`config.mk`:
```
export PLATFORM = sky130hd
export DESIGN_NAME = uart_cmd_ctrl
export DESIGN_NICKNAME = d
export VERILOG_FILES = /design/src/rtl/uart_pkg.sv /design/src/rtl/uart_byte_ack.sv /design/src/rtl/uart_cmd_ctrl.sv
export SDC_FILE = /design/constraint.sdc
export NUM_CORES = 1
export LEC_CHECK = 0
export ABC_AREA = 1
export BUFFER_PORTS_ARGS = -buffer_cell sky130_fd_sc_hd__buf_2
export CORE_ASPECT_RATIO = 0.6
export CORE_MARGIN = 4
export CORE_UTILIZATION = 50
export CTS_BUF_LIST = sky130_fd_sc_hd__clkbuf_2
export DETAILED_ROUTE_END_ITERATION = 6
export GPL_ROUTABILITY_DRIVEN = 0
export PLACE_DENSITY = 0.84
export SLEW_MARGIN = 30
export SYNTH_ARGS = -nofsm -noshare
export SYNTH_HDL_FRONTEND = slang
export SYNTH_HIERARCHICAL = 1
export SYNTH_SLANG_ARGS = --single-unit
```
`constraint.sdc`:
```
create_clock -name clk -period 1.8 [get_ports clk]
set_input_delay 0.09 -clock clk [delete_from_list [all_inputs] [get_ports clk]]
set_output_delay 0.09 -clock clk [all_outputs]
set_load 0.02 [all_outputs]
```
`src/rtl/uart_pkg.sv`:
```
// Shared types and helpers for the UART command-frame controller.
// Holds the FSM encodings, the default sync marker and a saturating increment.
package uart_pkg;

  typedef enum logic [2:0] {
    HUNT,
    CMD,
    DATA,
    CHK,
    EXEC
  } main_state_t;

  typedef enum logic {
    ACK_IDLE,
    ACK_LOW
  } ack_state_t;

  localparam logic [7:0] SYNC_BYTE_DEFAULT = 8'hA5;

  function automatic logic [7:0] sat_inc8(input logic [7:0] v);
    return (v == 8'hFF) ? v : v + 8'd1;
  endfunction

endpackage

```
`src/rtl/uart_byte_ack.sv`:
```
// 4-phase valid/ack_n byte handshake toward the UART receiver.
// Pulses byte_take for exactly one cycle per byte; never re-takes a byte that is still being acknowledged.
module uart_byte_ack
  import uart_pkg::*;
(
  input  logic       clk,
  input  logic       nrst,
  input  logic [7:0] rx_data,
  input  logic       rx_valid,
  input  logic       take_en,
  output logic       byte_take,
  output logic [7:0] byte_data,
  output logic       rx_ack_n
);

  ack_state_t r_state;
  ack_state_t w_state_next;
  logic       r_ack_n;

  always_ff @(posedge clk or negedge nrst) begin
    if (!nrst) begin
      r_state <= ACK_IDLE;
      r_ack_n <= 1'b1;
    end else begin
      r_state <= w_state_next;
      r_ack_n <= (w_state_next != ACK_LOW);
    end
  end

  always_comb begin
    w_state_next = r_state;
    byte_take    = 1'b0;
    case (r_state)
      ACK_IDLE: begin
        if (rx_valid && take_en) begin
          byte_take    = 1'b1;
          w_state_next = ACK_LOW;
        end
      end
      ACK_LOW: begin
        // rx_valid still high here is the old byte lingering, not a new one
        if (!rx_valid) begin
          w_state_next = ACK_IDLE;
        end
      end
      default: w_state_next = ACK_IDLE;
    endcase
  end

  assign byte_data = rx_data;
  assign rx_ack_n  = r_ack_n;

endmodule

```
`src/rtl/uart_cmd_ctrl.sv`:
```
// Parses SYNC/CMD/DATA/CHK frames from the UART receiver and issues one register
// write or read per good frame; counts checksum and inter-byte timeout faults.
module uart_cmd_ctrl
  import uart_pkg::*;
#(
  parameter logic [7:0] SYNC_BYTE   = SYNC_BYTE_DEFAULT,
  parameter int         TIMEOUT_CYC = 4096
) (
  input  logic       clk,
  input  logic       nrst,
  input  logic [7:0] rx_data,
  input  logic       rx_valid,
  output logic       rx_ack_n,
  output logic       wr_valid,
  output logic [6:0] wr_addr,
  output logic [7:0] wr_data,
  input  logic       wr_ready,
  output logic       rd_valid,
  output logic [6:0] rd_addr,
  input  logic       rd_ready,
  output logic [7:0] err_chk_cnt,
  output logic [7:0] err_to_cnt,
  output logic       busy
);

  localparam int              TO_W     = $clog2(TIMEOUT_CYC + 1);
  localparam logic [TO_W-1:0] TO_LIMIT = TO_W'(TIMEOUT_CYC);

  main_state_t     r_state, w_state_next;
  logic [7:0]      r_cmd, w_cmd_next;
  logic [7:0]      r_data, w_data_next;
  logic [7:0]      r_chk, w_chk_next;
  logic [TO_W-1:0] r_to_cnt, w_to_cnt_next;
  logic [7:0]      r_err_chk, w_err_chk_next;
  logic [7:0]      r_err_to, w_err_to_next;

  logic            w_take_en;
  logic            w_byte_take;
  logic [7:0]      w_byte;
  logic            w_to_hit;
  logic            w_xfer;

  uart_byte_ack u_byte_ack (
    .clk       (clk),
    .nrst      (nrst),
    .rx_data   (rx_data),
    .rx_valid  (rx_valid),
    .take_en   (w_take_en),
    .byte_take (w_byte_take),
    .byte_data (w_byte),
    .rx_ack_n  (rx_ack_n)
  );

  assign w_take_en = (r_state != EXEC);
  assign w_to_hit  = (r_to_cnt == TO_LIMIT);
  assign w_xfer    = r_cmd[7] ? wr_ready : rd_ready;

  always_ff @(posedge clk or negedge nrst) begin
    if (!nrst) begin
      r_state   <= HUNT;
      r_cmd     <= '0;
      r_data    <= '0;
      r_chk     <= '0;
      r_to_cnt  <= '0;
      r_err_chk <= '0;
      r_err_to  <= '0;
    end else begin
      r_state   <= w_state_next;
      r_cmd     <= w_cmd_next;
      r_data    <= w_data_next;
      r_chk     <= w_chk_next;
      r_to_cnt  <= w_to_cnt_next;
      r_err_chk <= w_err_chk_next;
      r_err_to  <= w_err_to_next;
    end
  end

  always_comb begin
    w_state_next   = r_state;
    w_cmd_next     = r_cmd;
    w_data_next    = r_data;
    w_chk_next     = r_chk;
    w_err_chk_next = r_err_chk;
    w_err_to_next  = r_err_to;

    if (w_byte_take || r_state == HUNT || r_state == EXEC) begin
      w_to_cnt_next = '0;
    end else begin
      w_to_cnt_next = r_to_cnt + TO_W'(1);
    end

    case (r_state)
      HUNT: begin
        if (w_byte_take && w_byte == SYNC_BYTE) begin
          w_state_next = CMD;
          w_chk_next   = SYNC_BYTE;
        end
      end
      CMD: begin
        // An accepted byte always beats a timeout landing in the same cycle
        if (w_byte_take) begin
          w_cmd_next   = w_byte;
          w_chk_next   = r_chk ^ w_byte;
          w_state_next = w_byte[7] ? DATA : CHK;
        end else if (w_to_hit) begin
          w_state_next  = HUNT;
          w_err_to_next = sat_inc8(r_err_to);
        end
      end
      DATA: begin
        if (w_byte_take) begin
          w_data_next  = w_byte;
          w_chk_next   = r_chk ^ w_byte;
          w_state_next = CHK;
        end else if (w_to_hit) begin
          w_state_next  = HUNT;
          w_err_to_next = sat_inc8(r_err_to);
        end
      end
      CHK: begin
        if (w_byte_take) begin
          if (w_byte == r_chk) begin
            w_state_next = EXEC;
          end else begin
            w_state_next   = HUNT;
            w_err_chk_next = sat_inc8(r_err_chk);
          end
        end else if (w_to_hit) begin
          w_state_next  = HUNT;
          w_err_to_next = sat_inc8(r_err_to);
        end
      end
      EXEC: begin
        if (w_xfer) begin
          w_state_next = HUNT;
        end
      end
      default: w_state_next = HUNT;
    endcase
  end

  assign wr_valid    = (r_state == EXEC) && r_cmd[7];
  assign rd_valid    = (r_state == EXEC) && !r_cmd[7];
  assign wr_addr     = r_cmd[6:0];
  assign rd_addr     = r_cmd[6:0];
  assign wr_data     = r_data;
  assign err_chk_cnt = r_err_chk;
  assign err_to_cnt  = r_err_to;
  assign busy        = (r_state != HUNT);

endmodule

```
=== Yosys cells after proc, flatten, opt, wreduce, memory -nomap -nowiden ===
Index checks and enable logic that the tools add are counted.

* Register bits: 58
* Bits of input ports: 13
* Output and inout bits: 42
* Logic and storage cells: 68

* $add $sub $neg: 3
* Eq/ne operators: 13
* Multiplexer cells: 18
* Bitwise gates (word level): 7
* Reductions and logical operators: 18

{| class="wikitable"
|+ Operators by type and width
! operator !! number
|-
| 8-bit equality test, second input constant || 3
|-
| 3-bit two-way mux || 7
|-
| 8-bit by 1-bit adder with 8-bit output, second input constant || 2
|-
| 8-bit two-way mux || 2
|-
| 8-bit case mux with 2 select lines || 1
|-
| 3-bit case mux with 5 select lines || 1
|-
| 13-bit by 1-bit adder with 13-bit output, second input constant || 1
|-
| 13-bit equality test, second input constant || 1
|-
| 13-bit two-way mux || 1
|-
| 8-bit equality test || 1
|-
| 4-bit AND reduction || 2
|-
| 8-bit XOR || 1
|-
| 3-bit by 2-bit equality test with 1-bit output, second input constant || 2
|-
| 1-bit inverter || 6
|-
| 2-bit AND reduction || 3
|-
| 1-bit two-way mux || 5
|-
| 1-bit logical AND || 4
|-
| 2-bit by 1-bit inequality test with 1-bit output, second input constant || 2
|-
| 3-bit by 1-bit equality test with 1-bit output, second input constant || 1
|-
| 3-bit equality test, second input constant || 1
|-
| 3-bit zero test || 1
|-
| 3-bit inequality test, second input constant || 1
|-
| 3-bit AND reduction || 1
|-
| 3-bit nonzero test || 1
|-
| 7 further kinds || 8
|}

=== Longest topological paths before layout ===
Gate-level depths: netlist of the first run.

* Word-level depth: 7
* Gate-level depth with buffers: 13

=== By module ===
Netlist of the first run, hierarchy kept.

{| class="wikitable"
|+ By module, submodules not included
! module !! times used !! cells an instance !! area each (µm²) !! seq. area each (µm²)
|-
| uart_cmd_ctrl || 1 || 416 || 3070.4 || 1401.3
|-
| uart_byte_ack || 1 || 16 || 135.1 || 51.3
|}

=== Worst setup path before layout of the first run ===
Ideal clock, no wire load.

* Kind: register to register
* Start point: reg, netlist name r_state[1]
* End point: reg r_chk[0]
* Setup time: 116 ps
* Arrival time: 1761 ps
* Data required time: 1684 ps
* Setup slack: -77 ps
* Stages on the path, launching flop included: 14
* Buffers on the path: 0
* Clock period less this slack: 1877 ps
* Path through: dfrtp_1 nor2_4 inv_1 nor2_1 inv_1 nand2_1 nor2_1 inv_2 nor2_1 nand3_1 o21bai_4 nand2_4 nand2_1 nand2_1

{| class="wikitable"
|+ RTL lines
! item !! line !! text
|-
| to (signal assigned) || uart_cmd_ctrl.sv:71 || <nowiki>r_chk <= w_chk_next;</nowiki>
|-
| to (decl) || uart_cmd_ctrl.sv:32 || <nowiki>logic [7:0] r_chk, w_chk_next;</nowiki>
|}

==> results of run 1 <==
## cell families after synthesis
logic type	Yosys count
buf+inv	76
xor+xnor	10
fa+ha+maj	4
compound gates	38
flops	58
simple gates	246
## area by class of cell
type / count / area share
multi-input cells: 298 / 0.368
flip-flops and latches: 58 / 0.366
repair buffers: 86 / 0.144
inverters: 51 / 0.0483
clock inverters: 7 / 0.0357
well taps: 84 / 0.0265
clock buffers: 9 / 0.0114
## cells in the final DEF, fill, tap and decap left out, types with 2 or more instances in the layout
cell / count
sky130_fd_sc_hd__nand2_1: 142
sky130_fd_sc_hd__dfrtp_1: 57
sky130_fd_sc_hd__buf_2: 52
sky130_fd_sc_hd__inv_1: 46
sky130_fd_sc_hd__nor2_1: 40
sky130_fd_sc_hd__nand3_1: 32
sky130_fd_sc_hd__o21ai_0: 25
sky130_fd_sc_hd__buf_4: 18
sky130_fd_sc_hd__dlygate4sd3_1: 12
sky130_fd_sc_hd__a21oi_1: 10
sky130_fd_sc_hd__nand2_2: 9
sky130_fd_sc_hd__clkbuf_2: 9
sky130_fd_sc_hd__nor2_4: 8
sky130_fd_sc_hd__xor2_1: 8
sky130_fd_sc_hd__inv_2: 5
sky130_fd_sc_hd__nor3_1: 5
sky130_fd_sc_hd__ha_1: 4
sky130_fd_sc_hd__bufinv_16: 4
sky130_fd_sc_hd__nand4_1: 3
sky130_fd_sc_hd__nand2_4: 3
sky130_fd_sc_hd__buf_6: 3
sky130_fd_sc_hd__xnor2_1: 2
## per-stage QoR
stage	utilization	hold WS [ns]	setup TNS, ns
2_1_floorplan	-	-0.206	0
3_3_place_gp	0.567	0.117	0
3_5_place_dp	0.567	0.120	-0.257
4_1_cts	0.623	0.0655	-0.0291
5_1_grt	0.643	0.0890	-1.04
6_report	0.643	0.0847	0
## critical path: stages (launching register included)
cell and delay [ns]:
sky130_fd_sc_hd__dfrtp_1 0.45, sky130_fd_sc_hd__inv_2 0.09, sky130_fd_sc_hd__nor2_4 0.05, sky130_fd_sc_hd__inv_2 0.06
sky130_fd_sc_hd__nand2_2 0.06, sky130_fd_sc_hd__nor2_4 0.12, sky130_fd_sc_hd__inv_2 0.06, sky130_fd_sc_hd__nor2_1 0.09
sky130_fd_sc_hd__nand3_1 0.11, sky130_fd_sc_hd__o21bai_4 0.28, sky130_fd_sc_hd__nand2_4 0.15, sky130_fd_sc_hd__nand2_2 0.10
sky130_fd_sc_hd__nand2_2 0.05
## path summary, 6_finish.rpt
kind                            slack [ns]  cells past startpoint             endpoint
worst min register to register        0.51                      2           wr_data[4]
worst min-delay path                  0.08                      3             r_cmd[7]
worst max-delay path                  0.05                     12             r_chk[1]
min in group clk                      0.32                      3  u_byte_ack/rx_ack_n
max in group asynchronous             1.42                      3  u_byte_ack/rx_ack_n
worst max register to register        0.05                     12             r_chk[1]
## flip-flops by register name, summed over array words and instances, names as in the netlist
signal	flops
r_to_cnt	13
err_chk_cnt	8
err_to_cnt	8
r_chk	8
r_cmd	8
wr_data	8
r_state	3
u_byte_ack/r_state	1
u_byte_ack/rx_ack_n	1
## repair_timing
action / CTS / global route
hold endpoints to repair: 86 / 0
setup buffers: 3 / 6
resized for setup: 5 / 24
pin swaps: 0 / 10
hold buffers: 12 / 0
setup endpoints to repair: 12 / 31
## layer usage
| layer | part of all wire | vias up | routed length [um] |
|---|---|---|---|
| li1 | - | 1471 | - |
| met5 | 0 | - | 0 |
| met4 | 0.020 | 0 | 151 |
| met3 | 0.079 | 17 | 596 |
| met2 | 0.44 | 116 | 3350 |
| met1 | 0.46 | 1338 | 3490 |
## power by group through the flow
stage / Clock, uW / Sequential (uW) / Combinational (uW)
6_report: 1260 / 1820 / 1840
5_1_grt: 1350 / 1870 / 2020
2_1_floorplan: 0 / 1930 / 1180
4_1_cts: 1280 / 1800 / 1680
3_5_place_dp: 0 / 1830 / 1650
3_3_place_gp: 0 / 1800 / 1610
==> results summary, run 1 <==
The run finished with clean final reports. The floorplan step set the die height to 70.0 um. Buffers placed on the I/O ports in this run total 54.

The clock insertion delay at the later pin of the skew report came out at 0.51 ns. The total number of vias is 2942. The final count of hold timing violations came out at 0. After synthesis, the cell types taking the most area are sky130_fd_sc_hd__dfrtp_1, sky130_fd_sc_hd__nand2_1, sky130_fd_sc_hd__inv_1, sky130_fd_sc_hd__buf_4, sky130_fd_sc_hd__nand3_1.

The effective utilization at floorplan is 0.520. The total number of H-tree levels came out at 3. By instance count, the leading cell after synthesis is sky130_fd_sc_hd__nand2_1. The number of nets in the synthesized netlist came out at 449. The required arrival time at the worst endpoint is 2.21 ns. From left edge to right edge, the die measures 111 um. The repair_antennas step left the layout with diodes totalling 0. The mean instance size in the synthesized netlist is 7.42 um2. Counting flops with an async set or reset pin after synthesis yields a share of 1.00. The worst setup path category is reg -> reg. The die covers 7800 um2.

The root buffer cell chosen for the clock tree is sky130_fd_sc_hd__clkbuf_2. Fill cells in the final layout number 562. The sequential cells in the finished layout cover a total of 1450 um2. The total congestion overflow after global routing is 0. The routing layer with the top usage in global route is met2. Dividing the detail-routed wire length by the instance count gives 12.8 um. The highest attainable clock frequency is 0.572 GHz. The number of warnings printed during yosys synthesis is 6. The worst setup path is launched from a flop. The capturing element type of the critical path is a flop. The largest area contributor in the netlist is sky130_fd_sc_hd__dfrtp_1. After synthesis, the largest family of logic cells by area is simple AND/OR/NAND/NOR gates. Setup repair after global routing could not meet its margin everywhere. The startpoint identified for the worst register-to-register timing path is r_state[2]. The placeable core region came out at 6170 um2. The final worst clock skew came out at 0.0260 ns. The kind of path behind the tightest hold check is in -> async. For this run, global-route usage on met3 was measured as 0.0632.

The detailed-route DRC error count came out at 0. Power spread over the standard cell area amounts to 1240 nW/um2. The data arrival time of the critical path came out at 2.16 ns. The cell leakage power is 0.00215 uW. The clock share of power came out at 0.256. The proportion of total power due to net switching came out at 0.387.

The critical-path maximum fanout came out at 8. After the last flow step, the layout net total stands at 521. The overall power consumption is 4910 uW. The cell area after layout came out at 3960 um2.

The via count normalized by instance count is 4.96. Excluding fillers, the count of instances in the completed layout stands at 593. The beginning of the critical path is r_state[2]. Summing all multi-input logic gate instances after layout gives 1460 um2. The cell count after placement came out at 556.

The share of the synthesized area in compound gates (AO/OA/AOI/OAI) came out at 0.0671. The number of placement rows came out at 22. The count of max-cap constraint violations is 0. The cell count after synthesis came out at 432. The post-CTS clock slew at the launch and capture registers of the worst setup and hold paths is 0.18 ns. In the global route stage, overall resource usage came out at 0.193.

The post-synthesis share of cell area spent on full adders, half adders and majority gates is 0.0156. For this run, the leading register cell type out of synthesis is sky130_fd_sc_hd__dfrtp_1. TritonCTS built the clock tree. The pre-CTS worst setup slack came out at -0.0469 ns. In the synthesized netlist, the cells that appear most often are sky130_fd_sc_hd__nand2_1, sky130_fd_sc_hd__dfrtp_1, sky130_fd_sc_hd__inv_1. The largest voltage drop on the vdd net came out at 761 uV. Measured against the total synthesized area, the mux share comes to 0. Counting flops with a built-in enable in the synthesized netlist gives 0. After layout, the worst setup slack is 0.0510 ns. The detailed placer's ending HPWL came out at 5180 um.

In this run the count of I/O pins placed on the die edge is 55. The number of global-route vias before repair was 2679. Summing every instance area after synthesis gives 3210 um2. The number of flip-flops and latches in the synthesized netlist came out at 58. For this run, the register share of the synthesized area comes to 0.453. The switching power of the nets came out at 1900 uW.

The met2 track demand over resource in global routing is 0.277. The simple-gate share of the synthesized area is 0.321. The cell-internal power is 3010 uW. The first-pass GRT wire length came out at 12300 um. The number of failing setup endpoints in the final timing report came out at 0.

The layout overhead on the synthesized area is 23.7%. The sequential share of power came out at 0.370. The top-area cell type share of the netlist area is 0.445. Of the total synthesized cell area, the portion taken by XOR and XNOR cells is 0.0273.

The violation count after the first detailed-route iteration is 199. The final critical path time including I/O delays and setup is 1.75 ns. Headroom to the max-slew limit came out at 0.662.

The remaining number of nets flagged by the antenna check after routing came out at 0. After synthesis, the netlist uses 25 different library cells. The number of antenna violations at the first check in global routing is 0. The proportion of power drawn by combinational gates came out at 0.374. The placed standard-cell area is 3500 um2.

The count of final max-slew check failures came out at 0. The routed wire length came out at 7590 um. The share of the cycle needed by the critical path after routing is 0.972. Before antenna repair, the detailed router went through 5 iterations.

The maximum buffer depth of the clock tree came out at 2. The slew at the pin with the worst max-slew slack is 0.504 ns. In the final layout, the share of cells above drive strength 1 is 0.236.

For this design, the sink count on the clock tree is 58. In the global route stage, met1 resource usage came out at 0.276. The number of CTS-inserted buffers came out at 9.

The largest net degree at the start of global routing is 59.
Note: power is estimated with default switching activity, not from simulation.
==> run 2, diff against run 1 <==
--- a/config.mk
+++ b/config.mk
@@ -8,12 +8,11 @@
 export ABC_AREA = 1
 export BUFFER_PORTS_ARGS = -buffer_cell sky130_fd_sc_hd__buf_2
 export CORE_ASPECT_RATIO = 0.6
-export CORE_MARGIN = 4
 export CORE_UTILIZATION = 50
 export CTS_BUF_LIST = sky130_fd_sc_hd__clkbuf_2
 export DETAILED_ROUTE_END_ITERATION = 6
 export GPL_ROUTABILITY_DRIVEN = 0
-export PLACE_DENSITY = 0.84
+export PLACE_DENSITY = 0.81
 export SLEW_MARGIN = 30
 export SYNTH_ARGS = -nofsm -noshare
 export SYNTH_HDL_FRONTEND = slang
==> constraint.sdc (replaced) <==
create_clock -name clk -period 2 [get_ports clk]
set_input_delay 0.1 -clock clk [delete_from_list [all_inputs] [get_ports clk]]
set_output_delay 0.1 -clock clk [all_outputs]
set_load 0.02 [all_outputs]
==> results summary, run 2 (synthesis gave the netlist of run 1 again) <==
The run finished with clean final reports. The cell at the root of the clock tree is sky130_fd_sc_hd__clkbuf_2. The met2 track demand over resource in global routing is 0.332. The number of global-route vias before repair came out at 2548. The kind of path behind the tightest hold check is in -> async. The count of nets left with antenna violations once routing finished came out at 0. The largest voltage drop on the vdd net is 555 uV.

The power density normalized to cell area came out at 1090 nW/um2. In this run the tightest slew margin relative to its limit is 0.641. The y dimension of the die came out at 64.0 um.

The global-route total usage across every layer is 0.231. The via count normalized by instance count came out at 4.95. The average wire length per cell after detail routing is 12.0 um.

Setup repair after global routing left no endpoint under its margin. The multi-input logic area came out at 1410 um2. The placeable core region came out at 6140 um2. The worst setup path category is reg -> reg. The data arrival time of the critical path is 2.33 ns. The clock sink count came out at 58.

In the final layout, the share of cells above drive strength 1 is 0.201. At the end of the flow, the number of nets in the layout was 514. The slew at the pin with the worst max-slew slack is 0.539 ns. The final critical path time including I/O delays and setup is 1.86 ns. The detailed placer's ending HPWL is 5060 um.

Setup violations remaining at the end of the flow were counted as 0. The final count of hold timing violations came out at 0. The placed standard-cell area came out at 3470 um2.

The first routing iteration left 250 violations. The met3 global-route usage came out at 0.0796. Summing all flip-flop and latch instances after layout gives 1450 um2. The met1 track demand over resource in global routing is 0.335. The first-pass iteration count of the detailed router is 5. The summed negative setup slack over all endpoints came out at 0 ns. For this design the static power due to leakage is 0.00211 uW.

The library cells used most frequently in the layout, excluding fill and tap cells, are sky130_fd_sc_hd__nand2_1, sky130_fd_sc_hd__dfrtp_1, sky130_fd_sc_hd__buf_2. The final core utilization came out at 0.622. The maximum buffer depth of the clock tree came out at 2.

The area of the die is 6750 um2. In this run, CTS created clock tree buffers numbering 9. The total congestion overflow after global routing is 0. The count of final max-slew check failures is 0. The required arrival time at the worst endpoint came out at 2.47 ns.

The routing layer with the top usage in global route is met1. The first-pass GRT wire length came out at 11900 um. Entering global routing, the biggest net connects 38 pins. Detailed routing inserted a total of 2903 vias. The highest attainable clock frequency is 0.537 GHz. The capturing element type of the critical path is a flop.

The fill cell instance count of the final layout is 559. The nature of the critical path startpoint is a flop. The finished cells cover 3820 um2. The total number of H-tree levels is 3. The detailed-route DRC error count is 0. The number of antenna violations at the first check in global routing came out at 0. The minimum setup slack in the final design is 0.139 ns. Dividing the final minimum period by the clock period gives 0.930. The routed wire length came out at 7040 um. The effective utilization at floorplan is 0.522. Clock-pin slew was measured on the worst setup and hold paths at 0.17 ns.

The tool flagged a number of max-cap violations equal to 0. The count of inserted antenna diode cells is 0. The register with the most flip-flops in the layout has 13 of them. The commonest non-fill, non-tap cell in the layout is sky130_fd_sc_hd__nand2_1.

The pre-CTS worst setup slack is 0.0766 ns. The I/O pin total is 55. The floorplan die width came out at 105 um. After layout, the design draws a total of 4180 uW. At the later pin of the worst-skew pair, clock insertion delay measures 0.51 ns. After floorplanning, the core was divided into 22 placement rows.

TritonCTS built the clock tree. In this run the worst path has a maximum fanout of 8. Ranked by flip-flop count, first place goes to r_to_cnt. The layout overhead on the synthesized area came out at 19.1%.

The final worst clock skew came out at 0.0175 ns. The number of I/O port buffers is 54.
[run 2: changes by cell type in the layout (fill, tap and decap cells not counted), sizes merged]
cell | before | now
buf | 74 | 67
bufinv | 4 | 3
inv | 51 | 52
[run 2: repair_timing]
| action | 4_1_cts | 5_1_grt |
|---|---|---|
| buffers inserted | 0 | 5 |
| resized for setup | 2 | 6 |
| hold buffers | 12 | 0 |
| endpoints found under the hold margin | 83 | 0 |
| pin swaps | 0 | 4 |
| endpoints found under the setup margin | 1 | 16 |
[run 2: final timing paths]
kind / startpoint / endpoint / slack [ns] / cells after the start
max: r_state[0] / err_to_cnt[6] / 0.14 / 12
min: nrst / err_to_cnt[2] / 0.08 / 2
max reg2reg: r_state[0] / err_to_cnt[6] / 0.14 / 12
min reg2reg: u_byte_ack/r_state / u_byte_ack/rx_ack_n / 0.45 / 1
max in group asynchronous: nrst / u_byte_ack/rx_ack_n / 1.29 / 3
min in group clk: rx_valid / u_byte_ack/rx_ack_n / 0.28 / 3
[run 2: report_power, final]
group	total [uW]	internal, uW	switching, uW
Sequential	1620	1440	188
Clock	1010	538	471
Combinational	1550	572	975
Total	4180	2550	1630
[run 2: per-stage QoR]
stage | hold slack (ns) | std cells
5_1_grt | 0.0909 | 586
4_1_cts | 0.0737 | 581
3_5_place_dp | 0.110 | 553
6_report | 0.0783 | 586
3_3_place_gp | 0.111 | 553
2_1_floorplan | -0.196 | 432
[run 2: worst max-delay path, stage by stage, from the launching register on]
cell and delay (ns):
sky130_fd_sc_hd__dfrtp_1 0.46, sky130_fd_sc_hd__nor2_4 0.16, sky130_fd_sc_hd__inv_1 0.06, sky130_fd_sc_hd__nor2_1 0.15
sky130_fd_sc_hd__inv_2 0.08, sky130_fd_sc_hd__nand2_1 0.08, sky130_fd_sc_hd__nor2_2 0.05, sky130_fd_sc_hd__buf_4 0.15
sky130_fd_sc_hd__nor2_4 0.14, sky130_fd_sc_hd__nand3_2 0.14, sky130_fd_sc_hd__nor2_4 0.20, sky130_fd_sc_hd__nand2_1 0.09
sky130_fd_sc_hd__nand2_1 0.07
[run 2: layer usage]
| metal | share of wire | vias up | routed length (um) |
|---|---|---|---|
| met1 | 0.51 | 1337 | 3620 |
| met2 | 0.41 | 99 | 2870 |
| li1 | - | 1458 | - |
| met3 | 0.069 | 9 | 488 |
| met5 | 0 | - | 0 |
| met4 | 0.0097 | 0 | 68 |
[run 2: cell type report]
cell class	count	share of cell area
Clock buffer	9	0.0118
Multi-Input combinational cell	298	0.368
Tap cell	84	0.0275
Inverter	51	0.0501
Clock inverter	7	0.0305
Sequential cell	58	0.381
Timing Repair Buffer	79	0.131
==> run 3, diff against run 2 <==
--- a/config.mk
+++ b/config.mk
@@ -13,6 +13,7 @@
 export DETAILED_ROUTE_END_ITERATION = 6
 export GPL_ROUTABILITY_DRIVEN = 0
 export PLACE_DENSITY = 0.81
+export RECOVER_POWER = 50
 export SLEW_MARGIN = 30
 export SYNTH_ARGS = -nofsm -noshare
 export SYNTH_HDL_FRONTEND = slang
==> results summary, run 3 (synthesis gave the netlist of run 1 again) <==
The flow ran to the end, and the final reports show no timing, DRC or antenna violations. The total congestion overflow after global routing is 0. After routing, the total negative slack on setup checks comes to 0 ns. The average wire length per cell after detail routing is 12.0 um. The commonest non-fill, non-tap cell in the layout is sky130_fd_sc_hd__nand2_1. The floorplan die width came out at 105 um.

The worst hold margin came out at 0.270 ns. The data arrival time of the critical path came out at 2.33 ns. The clock period could shrink to 1.85 ns. Entering global routing, the biggest net connects 38 pins. The number of failing setup endpoints in the final timing report came out at 0. The share of the cycle needed by the critical path after routing is 0.927.

The count of inserted antenna diode cells came out at 0. The clock sink count came out at 58. The region available for standard cell placement spans 6140 um2. The slew at the pin with the worst max-slew slack is 1.22 ns. More flip-flops sit in one register than any other, and that register is r_to_cnt. The count of final max-slew check failures is 0.

The I/O pin total is 55. Buffers inserted during clock tree synthesis total 9. The detailed placer's ending HPWL came out at 5060 um. The sequential share of power is 0.395. The power density normalized to cell area is 1090 nW/um2.

The post-CTS clock slew at the launch and capture registers of the worst setup and hold paths came out at 0.17 ns. Using the TritonRoute via totals, the vias-per-cell ratio works out to 4.97. The net total in the final layout came out at 514. The number of flip-flops in the largest register is 13. The final count of hold timing violations is 0. The met3 global-route usage is 0.0796. The worst setup path is of the reg -> reg kind. Along the worst hold path, the cell count comes to 3. The remaining number of nets flagged by the antenna check after routing is 0.

The depth of the worst register-to-register path came out at 12. Setup repair after global routing left no endpoint under its margin. The clock insertion delay at the later pin of the skew report is 0.52 ns.

The kind of path behind the tightest hold check is in -> reg. The placed standard-cell area is 3470 um2. STA puts the critical path data required time at 2.47 ns.

The number of antenna violations at the first check in global routing is 0. Across the run, the number of max-cap violations was 0. In the final layout, the share of cells above drive strength 1 is 0.163.

In the routed design, unresolved DRC markers number 0. CTS built an H-tree with a depth of 3. The maximum buffer depth of the clock tree came out at 2. Compared with the post-synthesis result, the final layout area differs by 18.0%. For this run, the slowest stage of the critical path takes 0.46 ns.

The cell-internal power came out at 2500 uW. The proportion of total power due to net switching is 0.396. STA classifies the critical path startpoint as a flop. TritonCTS built the clock tree. For this block, the via count after detailed routing is 2911. The largest voltage drop on the vdd net came out at 539 uV. The max-slew headroom at the worst pin came out at 0.190. The y dimension of the die came out at 64.0 um. The library cells used most frequently in the layout, excluding fill and tap cells, are sky130_fd_sc_hd__nand2_1, sky130_fd_sc_hd__dfrtp_1, sky130_fd_sc_hd__inv_1. The critical-path maximum fanout came out at 8. The capturing element type of the critical path is a flop. The violation count after the first detailed-route iteration is 290.

The slowest stage of the critical path belongs to the cell sky130_fd_sc_hd__dfrtp_1. The area of the die came out at 6750 um2. The first-pass iteration count of the detailed router is 6. The first global-routing pass estimated 11900 um of wire. The cell leakage power came out at 0.00203 uW. The clock arrives with 0.0175 ns of skew. The proportion of power drawn by combinational gates came out at 0.361. The met2 track demand over resource in global routing came out at 0.332. The number of logic stages on the critical path including buffering came out at 12. The clock share of power came out at 0.244. The total buffers and inverters traversed by the critical path came out at 3. The number of I/O port buffers is 54. The cell at the root of the clock tree is sky130_fd_sc_hd__clkbuf_2.

The met1 track demand over resource in global routing came out at 0.335. The design draws 4140 uW. The family with the most delay on the worst path is simple AND/OR/NAND/NOR gates.

The highest attainable clock frequency is 0.539 GHz. The final layout contains routed wiring with a total length of 7060 um. The effective utilization at floorplan came out at 0.522. The switching power of the nets came out at 1640 uW. Across every metal layer, demand over resource in global routing totals 0.231. After floorplanning, the core was divided into 22 placement rows.

The cell area after layout is 3780 um2. Walking the worst path, the cells encountered are nor2_4, inv_1, nor2_1, inv_2, nand2_1, nor2_2, buf_4, nor2_4, nand3_2, nor2_4, nand2_1, nand2_1. The routing layer with the top usage in global route is met1. The number of global-route vias before repair is 2548.
-- run 3: cell types whose count changed in the layout (fill, tap and decap cells not counted), sizes merged --
cell	change
clkbuf	+20
buf	-20
-- run 3: worst min-delay path: stages --
cell                            delay [ns]
sky130_fd_sc_hd__dlygate4sd3_1        0.52
sky130_fd_sc_hd__buf_2                0.13
sky130_fd_sc_hd__o21ai_1              0.06
-- run 3: power groups by stage --
stage	registers, uW	logic (uW)	clock network [uW]
6_report	1630	1490	1010
4_1_cts	1620	1460	1030
3_3_place_gp	1630	1390	0
3_5_place_dp	1650	1430	0
2_1_floorplan	1740	1060	0
5_1_grt	1670	1680	1080
-- run 3: worst paths after layout --
kind	startpoint	end	slack, ns
worst max-delay path	r_state[0]	err_to_cnt[6]	0.15
worst min-delay path	rx_valid	u_byte_ack/rx_ack_n	0.27
worst max register to register	r_state[0]	err_to_cnt[6]	0.15
worst min register to register	u_byte_ack/r_state	u_byte_ack/rx_ack_n	0.45
max in group asynchronous	nrst	u_byte_ack/rx_ack_n	0.44
min in group asynchronous	nrst	err_to_cnt[2]	0.33
-- run 3: what timing repair did --
item,CTS,global route
hold buffers,12,0
resized for setup,2,6
buffers inserted,0,5
setup endpoints to repair,1,16
hold endpoints to repair,83,0
pin swaps,0,4
-- run 3: per-layer routing --
layer | share of wire | vias up
met3 | 0.069 | 12
met5 | 0 | -
met4 | 0.013 | 0
met1 | 0.51 | 1339
met2 | 0.41 | 103
li1 | - | 1457
-- run 3: layout make-up --
cell class	instances	area, um2
clock buffers	9	45.0
well taps	84	105
flip-flops and latches	58	1450
multi-input cells	298	1410
repair buffers	79	464
fillers	573	2360
inverters	51	191
clock inverters	7	116
-- run 3: per-stage QoR --
stage | worst slack [ns] | utilization | cells
after floorplan | 0.123 | - | 432
after global placement | 0.127 | 0.566 | 553
after detailed placement | 0.0766 | 0.566 | 553
after CTS | 0.0493 | 0.613 | 581
after global routing | 0.00861 | 0.616 | 586
final | 0.145 | 0.616 | 586
